`src/rtl/sign_two.sv`:
```
// Bit-serial sign-magnitude to two's-complement converter.
// LSB first, one bit per clock, using a single half-adder carry stage.
module sign_two #(
    parameter int N = 8
) (
    input  logic         clk,
    input  logic         rst_n,
    input  logic         start,
    input  logic [N-1:0] din,
    output logic         busy,
    output logic         done,
    output logic [N-1:0] dout,
    output logic         neg_zero
);

    localparam int CW = $clog2(N);
    localparam logic [CW-1:0] LAST = CW'(N - 1);

    typedef enum logic [1:0] {
        S_IDLE,
        S_SHIFT,
        S_DONE
    } state_t;

    state_t         r_state;
    state_t         w_state_next;

    logic [N-1:0]   r_operand;
    logic [N-1:0]   r_result;
    logic [CW-1:0]  r_cnt;
    logic           r_sign;
    logic           r_carry;
    logic [N-1:0]   r_dout;
    logic           r_neg_zero;

    logic           w_last;
    logic           w_b;
    logic           w_a;
    logic           w_res_bit;
    logic [N-1:0]   w_result_next;

    always_ff @(posedge clk or negedge rst_n) begin
        if (!rst_n) begin
            r_state <= S_IDLE;
        end else begin
            r_state <= w_state_next;
        end
    end

    always_comb begin
        w_state_next = r_state;
        busy         = 1'b0;
        done         = 1'b0;
        case (r_state)
            S_IDLE: begin
                if (start) begin
                    w_state_next = S_SHIFT;
                end
            end
            S_SHIFT: begin
                busy = 1'b1;
                if (w_last) begin
                    w_state_next = S_DONE;
                end
            end
            S_DONE: begin
                done         = 1'b1;
                w_state_next = S_IDLE;
            end
            default: w_state_next = S_IDLE;
        endcase
    end

    // The sign bit position contributes a zero operand bit, so the result MSB
    // comes purely from sign and carry.
    always_comb begin
        w_last        = (r_cnt == LAST);
        w_b           = w_last ? 1'b0 : r_operand[r_cnt];
        w_a           = w_b ^ r_sign;
        w_res_bit     = w_a ^ r_carry;
        w_result_next = {w_res_bit, r_result[N-1:1]};
    end

    always_ff @(posedge clk or negedge rst_n) begin
        if (!rst_n) begin
            r_operand  <= '0;
            r_result   <= '0;
            r_cnt      <= '0;
            r_sign     <= 1'b0;
            r_carry    <= 1'b0;
            r_dout     <= '0;
            r_neg_zero <= 1'b0;
        end else begin
            case (r_state)
                S_IDLE: begin
                    if (start) begin
                        r_operand <= din;
                        r_sign    <= din[N-1];
                        r_carry   <= din[N-1];
                        r_cnt     <= '0;
                    end
                end
                S_SHIFT: begin
                    r_result <= w_result_next;
                    r_carry  <= w_a & r_carry;
                    r_cnt    <= r_cnt + 1'b1;
                    if (w_last) begin
                        r_dout     <= w_result_next;
                        r_neg_zero <= r_sign & (r_operand[N-2:0] == '0);
                    end
                end
                default: begin
                end
            endcase
        end
    end

    assign dout     = r_dout;
    assign neg_zero = r_neg_zero;

endmodule

```
`config.mk`:
```
export PLATFORM = sky130hd
export DESIGN_NAME = sign_two
export DESIGN_NICKNAME = d
export VERILOG_FILES = /design/src/rtl/sign_two.sv
export SDC_FILE = /design/constraint.sdc
export NUM_CORES = 1
export LEC_CHECK = 0
export CELL_PAD_IN_SITES_DETAIL_PLACEMENT = 0
export CELL_PAD_IN_SITES_GLOBAL_PLACEMENT = 2
export CORE_MARGIN = 1.5
export CORE_UTILIZATION = 35
export DETAILED_ROUTE_END_ITERATION = 7
export DONT_BUFFER_PORTS = 1
export PLACE_DENSITY_LB_ADDON = 0.3
export SYNTH_ARGS = -nofsm -noshare
export SYNTH_HDL_FRONTEND = slang
export SYNTH_SLANG_ARGS = --single-unit
```
`constraint.sdc`:
```
create_clock -name clk -period 6.1 [get_ports clk]
set_input_delay 1.22 -clock clk [delete_from_list [all_inputs] [get_ports clk]]
set_output_delay 1.22 -clock clk [all_outputs]
set_load 0.01 [all_outputs]
```
== Yosys cells after proc, flatten, opt, wreduce, memory -nomap -nowiden ==
Index checks and enable logic that the tools add are counted.

* $add $sub $neg: 1
* Equal/unequal tests: 5
* Reductions and logical operators: 7
* Muxes and demuxes: 12
* Bitwise gates (word level): 4
* Magnitude comparators: 1

{| class="wikitable"
|+ Operator list
! kind !! count
|-
| AND reduction 2 bit || 4
|-
| logical NOT 7 bit || 1
|-
| case mux 3 bit (2 select lines) || 1
|-
| two-way mux 1 bit || 5
|-
| less-than comparator 3 x 4 -> 1 bit, second input constant || 1
|-
| two-way mux 2 bit || 2
|-
| != test 2 bit, second input constant || 2
|-
| case mux 2 bit (2 select lines) || 1
|-
| adder 3 x 1 -> 3 bit, second input constant || 1
|-
| binary-select mux 1 bit (select 3 bit) || 1
|-
| == test 3 bit, second input constant || 1
|-
| two-way mux 3 bit || 1
|-
| bitwise AND 1 bit || 2
|-
| == test 2 x 1 -> 1 bit, second input constant || 1
|-
| == test 2 bit, second input constant || 1
|-
| logical NOT 2 bit || 1
|-
| case mux 1 bit (2 select lines) || 1
|-
| nonzero test 2 bit || 1
|-
| XOR 1 bit || 2
|}

* Logic and storage cells: 38
* Output and inout port bits: 11
* Bits in registers: 32
* Input port bits: 11

== Longest topological paths before layout ==
* Depth after elaboration: 6
* Depth in mapped cells: 8
* Gate-level depth less buffers: 8

== Worst setup path after synthesis ==
No wires, ideal clock.

* Kind: register to output
* From: register r_state[1]
* To: output busy
* Path buffers: 1
* Data arrival time: 882 ps
* Cell stages (with the launch flop): 5
* Required time: 4880 ps
* Slack: 3998 ps
* Cell sequence: dfrtp_1 > inv_1 > nand2_4 > clkinv_2 > buf_2

* Word-level cells in the longest chain between the ends: 2

{| class="wikitable"
|+ RTL lines
! what !! RTL line !! text
|-
| start, declared || 25 || <nowiki>state_t r_state;</nowiki>
|-
| start signal, assigned || 46 || <nowiki>r_state <= w_state_next;</nowiki>
|-
| == test 2 x 1 -> 1 bit || 54 || <nowiki>case (r_state)</nowiki>
|-
| two-way mux 1 bit || 54 ||
|-
| end, declared || 10 || <nowiki>output logic busy,</nowiki>
|}

Every way passes these cells.

== Worst setup path after layout ==
Same ends and word-level chain as after synthesis.

==> flow_metrics.tcl <==
set metrics [dict create \
    core_um2 3633 \
    period_share_pct 39.39 \
    drc 0 \
    via_count 755 \
    slowest_delay_ns 0.41 \
    crit_family "flip-flops" \
    vias_per_cell 4.871 \
    ys.flop_type "dfrtp_1" \
    synth_xor_area_share_pct 0.6679 \
    peakVddDrop_uv 209.3 \
    finalMaxSlewViolations 0 \
    synth-seq-cells 30 \
    grt_start_max_net_pins 31 \
    critPathBufInv 2 \
    min_path_type "flop to flop" \
    synth-edff-count 0 \
    synthArstFlopShare_pct 100.0 \
    netlist_top_cells_count "dfrtp_1 (30), nand2_1 (24), mux2_2 (9)" \
    drtPass1Iterations 4 \
    yosysMostFrequentCell "dfrtp_1" \
    overflow 0 \
    grt_use_met2_pct 18.88 \
    synth_top_family_by_area "multiplexers" \
    worst_pin_slew_ns 0.4435 \
    report.final.hold_viol_count 0 \
    path_max_fanout 12 \
    synthesis.area_um2 1311 \
    relSlewSlack_pct 70.40 \
    wl_um 2257 \
    clk_latency_ns 0.28 \
    wl_per_cell_um 14.56 \
    cts_resized 0 \
    rows 22 \
    die-area_um2 4123 \
    synth.area.top_cells "dfrtp_1 (57%), mux2_4 (8.0%), mux2_2 (7.7%), nand2_1 (6.9%), ha_1 (2.9%)" \
    status "completed" \
    clkTransAtPathRegs_ns 0.07 \
    dpl.hpwl_um 1531 \
    port-buffer-count 0 \
    cts_buffers 5 \
    cts_tree "built" \
    grtUsageMet1_pct 14.11 \
    drv_cap 0 \
    cts.path.max_buffers 2 \
    busiest_layer "met2" \
    antenna_found_initial 0 \
    setup_viol_count_final 0 \
    die_h_um 64.21 \
    synth_compound_area_share_pct 5.916 \
    crit_required_ns 4.88 \
    syn2layout_area_growth_pct 11.74 \
    die_w_um 64.21 \
    synth_nets 115 \
    fillers 377 \
    final_net_count 120 \
    min_period_ns 2.403 \
    final.setup.tns_ns 0 \
    holdWs_ns 0.4922 \
    ctsHoldBuffers 0 \
    first_global_vias 843 \
    synthSimpleGateAreaFrac_pct 12.12 \
    yosysSeqAreaShare_pct 57.25 \
    ios 22 \
    path_class "flop to output pin" \
    start_util_pct 36.09 \
    drive_gt1_share_pct 28.04 \
    netlist_instances 101 \
    grt.total_usage_pct 12.44 \
    synthAdderAreaFrac_pct 2.863 \
    max_freq_mhz 416.2 \
    rsz0062_at_grt "false" \
    fin_skew_ns 0.009095 \
    p_leak_uw 0.0006907 \
    ant_nets 0 \
    cts_max_level 2 \
    yosysUniqueCellTypes 26 \
    drtIter0Drc 43 \
    cp_cell_sequence "inv_1 -> nand2_4 -> clkinv_2" \
    diodes 0 \
    cp-end-kind "output pin" \
    avgSynthCellArea_um2 12.98 \
    powerDensity_nw_per_um2 565.5 \
    arrival_ns 1.18 \
    synthMuxAreaShare_pct 18.99 \
    critPathLaunchType "flop" \
    crit_slowest_cell "dfrtp_1" \
    post-cts-setup-buffers 0 \
    cts_num_sinks 30 \
    synth_warnings 0 \
    routabilityCongestion 0.7030 \
    grt_use_met3_pct 6.866 \
    cts_root_buf "clkbuf_8" \
    synth_top_area_cell "dfrtp_1" \
    grt_pass1_wl_um 3801 \
    synth_top_area_share_pct 57.25 \
]
==> state kept, by name (all words and copies together) (netlist names) <==
register and flops:
dout 8, r_operand 8, r_result 7, r_cnt 3, r_state 2, neg_zero 1, r_carry 1
==> power by group <==
part           leakage (uW)  internal, uW  switching, uW
Combinational      0.000264           146            111
Sequential         0.000369           292           91.8
Clock             0.0000575           114           74.1
Total              0.000691           552            277
==> path summary, 6_finish.rpt <==
kind,end,startpoint,cells past startpoint,slack (ns)
worst max register to register,dout[7]$_DFFE_PN0P_,r_cnt[0]$_DFFE_PN0P_,7,4.04
min in group asynchronous,r_result[5]$_DFFE_PN0N_,rst_n,0,0.62
worst min register to register,r_result[1]$_DFFE_PN0N_,r_result[1]$_DFFE_PN0N_,2,0.49
worst max-delay path,busy,r_state[1]$_DFFE_PN0P_,3,3.70
max in group asynchronous,r_carry$_DFFE_PN0P_,rst_n,0,5.39
worst min-delay path,r_result[1]$_DFFE_PN0N_,r_result[1]$_DFFE_PN0N_,2,0.49
==> per-layer routing <==
metal | share of wire [%] | vias to the layer above
met5 | 0 | -
met4 | 1.3 | 0
met2 | 44 | 22
met1 | 49 | 370
met3 | 5.4 | 4
li1 | - | 359
==> worst min-delay path, cell delays in order (launching register included) <==
cell and delay [ns]:
dfrtp_1 0.35, nand2_1 0.05, nand2_1 0.06
==> logic make-up (layout without fill, tap and decap cells) <==
family,after synthesis,in the layout
adders and majority gates,3,3
xor gates and xnor gates,1,1
AOI/OAI and AO/OA,11,11
DFF,30,30
buffers and inverters,5,11
muxes,19,19
and+or+nand+nor,32,32
==> layout make-up <==
| cell class | instances | area (um2) | share of cell area, % |
|---|---|---|---|
| flip-flops and latches | 30 | 750.7 | 51.24 |
| multi-input cells | 66 | 531.8 | 36.29 |
| clock buffers | 8 | 110.1 | 7.515 |
| well taps | 48 | 60.06 | 4.099 |
| inverters | 3 | 12.51 | 0.8540 |
==> placed cells by master, fill, tap and decap left out, types with 2 or more instances in the layout <==
| master | Yosys | routed |
|---|---|---|
| mux2_4 | 7 | 7 |
| o21ai_0 | 4 | 4 |
| nand2_1 | 24 | 24 |
| a31oi_1 | 2 | 2 |
| clkbuf_8 | 0 | 8 |
| inv_1 | 2 | 2 |
| a22o_1 | 2 | 2 |
| dfrtp_1 | 30 | 30 |
| mux2i_1 | 2 | 2 |
| mux2_2 | 9 | 9 |
| ha_1 | 3 | 3 |
==> through the flow <==
stage                     setup slack [ns]  area [um2]  power, uW  std cells  util [%]
after floorplan                      3.998        1311      591.1        101         -
after global placement               3.953        1355      640.2        147     37.29
after detailed placement             3.947        1355      650.8        147     37.29
after CTS                            3.692        1465      841.2        155     40.32
after global routing                 3.646        1465      891.2        155     40.32
final                                3.697        1465      828.5        155     40.32
Note: power is estimated with default switching activity, not from simulation.
